$ cat src/rtl/lane_perm_if.sv
// Bundled NOC-side input and consumer-side output handshakes of lane_perm.
// Both directions use the same rule: a word moves on a rising edge where the
// sender's push is 1 and the receiver's stop is 0. The sender holds its word
// while stop is 1.
interface lane_perm_if;
  logic        pushin;
  logic        firstin;
  logic [63:0] din;
  logic        stopin;
  logic        pushout;
  logic        firstout;
  logic [63:0] dout;
  logic        stopout;

  modport slave (
    input  pushin, firstin, din, stopout,
    output stopin, pushout, firstout, dout
  );

  modport master (
    output pushin, firstin, din, stopout,
    input  stopin, pushout, firstout, dout
  );
endinterface

$ cat src/rtl/lane_perm.sv
// Collects a 25-word frame, waits 24 cycles, then emits each lane rotated
// left by its own lane index.
module lane_perm (
  input  logic         clk,
  input  logic         rst,
  lane_perm_if.slave   bus,
  output logic [1:0]   dbg_state_o
);

  typedef enum logic [1:0] {
    LOAD   = 2'd0,
    BUSY   = 2'd1,
    UNLOAD = 2'd2
  } state_e;

  state_e      state_q;
  logic [4:0]  in_idx_q;
  logic [4:0]  out_idx_q;
  logic [4:0]  busy_cnt_q;
  logic [63:0] lane_q [25];

  logic        accept;
  logic        lane_we;
  logic [4:0]  lane_waddr;
  logic [63:0] rd_lane;
  logic [6:0]  rot_amt;
  logic [63:0] rot_lane;

  assign accept     = (state_q == LOAD) && bus.pushin;
  // A non-first word arriving with in_idx=0 has no frame to belong to.
  assign lane_we    = accept && (bus.firstin || (in_idx_q != 5'd0));
  assign lane_waddr = bus.firstin ? 5'd0 : in_idx_q;

  always_ff @(posedge clk) begin
    if (lane_we) begin
      lane_q[lane_waddr] <= bus.din;
    end
  end

  always_ff @(posedge clk) begin
    if (rst) begin
      state_q    <= LOAD;
      in_idx_q   <= 5'd0;
      out_idx_q  <= 5'd0;
      busy_cnt_q <= 5'd0;
    end else begin
      case (state_q)
        LOAD: begin
          if (accept) begin
            if (bus.firstin) begin
              in_idx_q <= 5'd1;
            end else if (in_idx_q != 5'd0) begin
              if (in_idx_q == 5'd24) begin
                state_q    <= BUSY;
                in_idx_q   <= 5'd0;
                busy_cnt_q <= 5'd0;
              end else begin
                in_idx_q <= in_idx_q + 5'd1;
              end
            end
          end
        end
        BUSY: begin
          busy_cnt_q <= busy_cnt_q + 5'd1;
          if (busy_cnt_q == 5'd23) begin
            state_q <= UNLOAD;
          end
        end
        UNLOAD: begin
          if (!bus.stopout) begin
            if (out_idx_q == 5'd24) begin
              out_idx_q <= 5'd0;
              state_q   <= LOAD;
            end else begin
              out_idx_q <= out_idx_q + 5'd1;
            end
          end
        end
        default: state_q <= LOAD;
      endcase
    end
  end

  // A shift by 64 yields zero, so out_idx=0 passes the lane through unchanged.
  assign rd_lane  = lane_q[out_idx_q];
  assign rot_amt  = {2'b00, out_idx_q};
  assign rot_lane = (rd_lane << rot_amt) | (rd_lane >> (7'd64 - rot_amt));

  assign bus.stopin   = (state_q != LOAD);
  assign bus.pushout  = (state_q == UNLOAD);
  assign bus.firstout = (state_q == UNLOAD) && (out_idx_q == 5'd0);
  assign bus.dout     = (state_q == UNLOAD) ? rot_lane : 64'd0;
  assign dbg_state_o  = state_q;

endmodule

$ cat src/flat_wrapper.sv
// flat-port wrapper written by rule: the top's interface ports become plain ports
module lane_perm_flat 
  (clk, rst, dbg_state_o, bus_pushin, bus_firstin, bus_din, bus_stopout, bus_stopin, bus_pushout, bus_firstout, bus_dout);
  lane_perm_if bus_i ();
  input  logic clk;
  input  logic rst;
  output logic [1:0] dbg_state_o;
  input wire logic [$bits(bus_i.pushin)-1:0] bus_pushin;
  input wire logic [$bits(bus_i.firstin)-1:0] bus_firstin;
  input wire logic [$bits(bus_i.din)-1:0] bus_din;
  input wire logic [$bits(bus_i.stopout)-1:0] bus_stopout;
  output wire logic [$bits(bus_i.stopin)-1:0] bus_stopin;
  output wire logic [$bits(bus_i.pushout)-1:0] bus_pushout;
  output wire logic [$bits(bus_i.firstout)-1:0] bus_firstout;
  output wire logic [$bits(bus_i.dout)-1:0] bus_dout;
  assign bus_i.pushin = bus_pushin;
  assign bus_i.firstin = bus_firstin;
  assign bus_i.din = bus_din;
  assign bus_i.stopout = bus_stopout;
  assign bus_stopin = bus_i.stopin;
  assign bus_pushout = bus_i.pushout;
  assign bus_firstout = bus_i.firstout;
  assign bus_dout = bus_i.dout;
  lane_perm u_core (.clk(clk), .rst(rst), .bus(bus_i), .dbg_state_o(dbg_state_o));
endmodule
$ cat config.mk
export PLATFORM = sky130hd
export DESIGN_NAME = lane_perm_flat
export DESIGN_NICKNAME = d
export VERILOG_FILES = /design/src/rtl/lane_perm_if.sv /design/src/rtl/lane_perm.sv /design/src/flat_wrapper.sv
export SDC_FILE = /design/constraint.sdc
export NUM_CORES = 2
export LEC_CHECK = 0
export ABC_CLOCK_PERIOD_IN_PS = 7240
export BUFFER_PORTS_ARGS = -buffer_cell sky130_fd_sc_hd__buf_2
export CORE_ASPECT_RATIO = 1.4
export CORE_MARGIN = 3
export CORE_UTILIZATION = 60
export DETAILED_ROUTE_END_ITERATION = 8
export PLACE_DENSITY = 0.77
export REMOVE_ABC_BUFFERS = 1
export SLEW_MARGIN = 25
export SYNTH_ARGS = -nofsm -noshare
export SYNTH_HDL_FRONTEND = slang
export SYNTH_SLANG_ARGS = --single-unit
$ cat constraint.sdc
create_clock -name clk -period 7.24 [get_ports clk]
set_input_delay 0.724 -clock clk [delete_from_list [all_inputs] [get_ports clk]]
set_output_delay 0.724 -clock clk [all_outputs]
set_load 0.01 [all_outputs]
==> Yosys cells after proc, flatten, opt, wreduce, memory -nomap -nowiden <==
Memory sizes are Yosys's and may differ from the RTL's. A register that Yosys moved wholly into a read port is not among the register bits.
Cells that the tools add are included.
{ "classes": {"shifts": 2, "mux": 23, "add_sub_neg": 4, "reduce_logical": 14, "bitwise": 2, "eq_ne": 12} }
{ "ops": {"columns": ["operator", "count"], "rows": [
  ["64-bit two-way mux", 1],
  ["64-bit bitwise OR", 1],
  ["64-bit by 5-bit << shifter with 64-bit output", 1],
  ["64-bit by 7-bit >> shifter with 64-bit output", 1],
  ["5-bit two-way mux", 11],
  ["5-bit by 1-bit adder with 5-bit output, second input constant", 3],
  ["5-bit == test, second input constant", 3],
  ["2-bit two-way mux", 7],
  ["5-bit case mux with 2 select lines", 1],
  ["2-bit inequality test, second input constant", 4],
  ["7-bit AND reduction", 1],
  ["7-bit by 5-bit subtractor with 7-bit output, first input constant", 1],
  ["2-bit by 1-bit inequality test with 1-bit output, second input constant", 3],
  ["2-bit case mux with 3 select lines", 1],
  ["2-bit nonzero test", 3],
  ["5-bit logical NOT", 1],
  ["5-bit AND reduction", 1],
  ["5-bit nonzero test", 1],
  ["1-bit logical AND", 3],
  ["3-bit AND reduction", 1],
  ["2-bit by 1-bit == test with 1-bit output, second input constant", 1],
  ["2-bit == test, second input constant", 1],
  ["2-bit logical NOT", 1],
  ["1-bit two-way mux", 2],
  ["3 further kinds", 3]
]} }
{ "totals": {"elab_cells": 62, "mem_count": 1, "ram_bits": 1600, "reg_bits": 17} }
{ "mem_list": {"columns": ["memory", "words", "word_bits", "read_ports", "rd_clocked_by_memory_dff", "write_ports", "line", "rtl"], "rows": [
  ["u_core.lane_q", 25, 64, 1, 1, 1, "lane_perm.sv:20", "logic [63:0] lane_q [25];"]
]} }

==> Depth between registers and ports, before layout <==
{ "depth": {"ltp_word": 6, "mapped_depth": 17, "depth_no_buf": 11} }

==> Worst setup path after synthesis <==
OpenSTA, ideal clock, no wires.
{ "synth_path": {"kind": "input -> register", "from": "input port bus_firstin", "to": "memory u_core.lane_q[0][0], enable pin", "cell_stages": 5, "arrival_time_ns": 4.538, "slack_ns": 2.216, "required_time_ns": 6.753, "path_cell_list": "clkbuf_1 nor2_1 a31oi_1 o21ai_0 nor2_1"} }
{ "synth_between": {"elab_chain_len": 4, "elab_cells_between_ends": 5, "cone_classes": "3 x mux; 2 x reduce/logical"} }
{ "synth_lines": {"columns": ["element", "line", "rtl"], "rows": [
  ["start: declaration", "flat_wrapper.sv:9", "input wire logic [$bits(bus_i.firstin)-1:0] bus_firstin;"],
  ["1-bit logical OR", "lane_perm.sv:31", "assign lane_we = accept && (bus.firstin || (in_idx_q != 5'd0));"],
  ["1-bit logical AND", "lane_perm.sv:31", null],
  ["1-bit two-way mux", "lane_perm.sv:35", "if (lane_we) begin"],
  ["1-bit two-way mux (implied by the code)", "lane_perm.sv:36", "lane_q[lane_waddr] <= bus.din;"],
  ["end: declaration", "lane_perm.sv:20", null]
]} }
Parallel ways exist; a longest one is shown, timed or not.

==> out/qor.yml <==
status: "complete, no violations"
r2r_cells: 7
synth_commonest_cells: "edfxtp_1 (1600), mux2i_1 (312), mux4_2 (277), nor2_1 (231), nand2_1 (222)"
crit_required_ns: 6.52
tritoncts: "yes"
clock-root-buffer: "clkbuf_16"
grt_pass1_wl_mm: 348.4
wl_per_cell_um: 40.65
cp_max_fo: 46
synth_edf_count: 1600
fillers: 7791
power.density_mw_per_mm2: 236.5
vias_per_cell: 7.484
die_w_um: 299.0
core_area_sq_mm: 0.1186
regToRegStartpoint: "u_core.dbg_state_o[1]"
initial_core_util: 0.6081
yosysMostFrequentCell: "edfxtp_1"
finalSetupViolCount: 0
dr.pass1.iters: 6
die_h_um: 416.2
avgSynthCellArea_sq_um: 16.92
fin_ws_ns: 0.2788
drv_cap: 0
hold_path.class: "in -> reg"
clock_skew_ns: 0.04712
cp.arrival_ns: 6.24
clk_pin_slew_worst_paths_ns: 0.07
overflow: 0
multi_input_area_sq_mm: 0.02169
r2r_slack_ns: 3.24
ctsHoldBuffers: 0
clock_latency_ns: 0.82
clkSinkCount: 1622
area_growth_pct: 10.25
synth_top_area_frac: 0.6664
yosysWarnings: 0
worstSetupStartpointType: "register"
grt.total_usage: 0.4028
drc_errors: 0
rsz0062_at_grt: "false"
worst_setup_path_end_kind: "primary output"
ir_drop_mv: 0.2446
p_leak_nw: 24.97
endpoint: "bus_dout[21]"
grt_max_degree: 126
antenna_found_initial: 7
worstMarginPinSlew_ns: 1.225
postRouteAntennaNets: 0
r2r_end: "u_core.lane_q[19][30]"
place.port_buffers: 137
seqCellArea_sq_mm: 0.04852
first_global_vias: 44620
synth_cells: 4262
cts_buffer_depth: 3
vias: 46080
max_freq_ghz: 0.1437
htreeDepth: 4
drt-initial-drc-count: 7864
ys.flop_type: "edfxtp_1"
dp.cells: 5894
yosys.area.top_type: "edfxtp_1"
finalPower_w: 0.01880
hold_viol_final: 0
synthesis.area_sq_mm: 0.07210
async_flop_share: 0
stdcell_count: 6157
synthTopCellsByArea: "edfxtp_1 (67%), mux4_2 (8.7%), mux2i_1 (4.3%)"
ys_ff_latch: 1622
post-place-ws_ns: 1.335
min_period_over_period: 0.9615
yosysSeqAreaShare: 0.6725
path_class: "reg -> out"
yosysUniqueCellTypes: 103
dp_hpwl_mm: 157.5
numCtsBuffers: 144
rows: 149
design.die.area_sq_mm: 0.1244
drive_gt1_frac: 0.2222
gp_congestion: 1.096
wl_mm: 250.3
slew_headroom: 0.1755
pin_count: 138
fin_nets: 4530
min_period_ns: 6.961
slew_viol_final: 0
## stage by stage
stage            util  cell area [sq um]  hold slack (ns)  setup TNS [ns]
3_5_place_dp   0.6303              74740           0.5252               0
6_report       0.6704              79490           0.2811               0
4_1_cts        0.6701              79460           0.2287               0
2_1_floorplan       -              69970           0.4793         -554.50
5_1_grt        0.6704              79480           0.2754               0
3_3_place_gp   0.6302              74720           0.4994               0
## state kept, by name, summed over array words and instances (netlist names), named ones only
signal,count
u_core.busy_cnt_q,5
u_core.dbg_state_o,2
u_core.in_idx_q,5
u_core.lane_q,1600
u_core.out_idx_q,5
## cell usage in the layout (no fill, tap or decap), drive strengths merged, types with 23 or more instances in the layout
cell / synthesis / layout
clkinv: 3 / 56
nor2: 231 / 231
clkbuf: 141 / 177
nand2: 223 / 223
o211ai: 38 / 38
a221oi: 41 / 41
and2: 24 / 24
o22ai: 97 / 97
nand3: 109 / 109
a2111oi: 24 / 24
o21ai: 103 / 103
mux2i: 312 / 312
a21oi: 104 / 104
a31oi: 34 / 34
a211oi: 23 / 23
buf: 151 / 339
nor2b: 31 / 31
mux4: 336 / 336
nor3: 59 / 59
edfxtp: 1600 / 1600
a22oi: 67 / 67
mux2: 94 / 94
inv: 16 / 25
## cells by family after synthesis
kind of cell,synth area share
fa+ha+maj,0.001041
simple gates,0.05362
buf+inv,0.03052
xor+xnor,0.001458
mux,0.1660
compound gates,0.07488
flops,0.6725
## power by group
group | internal, W | total, W | switching, W
Combinational | 0.000199 | 0.000738 | 0.000539
Clock | 0.00429 | 0.00771 | 0.00342
Sequential | 0.0103 | 0.0104 | 0.0000101
Total | 0.0148 | 0.0188 | 0.00397
## how the worst min path moves through the flow
stage / depth (start not counted) / to / from / slack (ns)
floorplan: 2 / u_core.busy_cnt_q[4] / u_core.busy_cnt_q[4] / 0.48
global placement: 2 / u_core.busy_cnt_q[4] / u_core.busy_cnt_q[4] / 0.50
detailed placement: 2 / u_core.busy_cnt_q[4] / u_core.busy_cnt_q[4] / 0.53
CTS: 3 / u_core.dbg_state_o[0] / bus_pushin / 0.23
global route: 2 / u_core.busy_cnt_q[1] / rst / 0.28
finish: 3 / u_core.dbg_state_o[0] / bus_pushin / 0.28
## area by class of cell
| type | count | share of cell area |
|---|---|---|
| Clock buffer | 177 | 0.04741 |
| Multi-Input combinational cell | 2329 | 0.2728 |
| Inverter | 19 | 0.0009129 |
| Clock inverter | 81 | 0.01199 |
| Sequential cell | 1622 | 0.6103 |
| Antenna cell | 5 | 0.0001574 |
| Timing Repair Buffer | 339 | 0.03148 |
| Tap cell | 1585 | 0.02495 |
## critical path, cell delays in order (launching register included)
cell and delay (ns):
dfxtp_4 0.86, buf_4 0.55, mux2_2 0.25, o32ai_1 0.08, a2111oi_2 0.79, nand2_1 0.31
mux4_2 0.61, mux2_2 0.31, mux2i_1 0.48, a221oi_1 0.23, a21oi_1 0.56, buf_4 0.24
buf_2 0.13
## what timing repair did
| action | in CTS | in global routing |
|---|---|---|
| setup endpoints to repair | 0 | 1 |
| resized for setup | 0 | 1 |
| setup buffers | 0 | 0 |
## per-layer routing
| layer | share of wire | track usage | vias up |
|---|---|---|---|
| li1 | - | - | 17990 |
| met1 | 0.34 | 0.5310 | 23250 |
| met4 | 0.076 | 0.2568 | 6 |
| met2 | 0.46 | 0.6107 | 3976 |
| met5 | 0.00016 | 0 | - |
| met3 | 0.12 | 0.09331 | 857 |
Note: power is estimated with default switching activity, not from simulation.
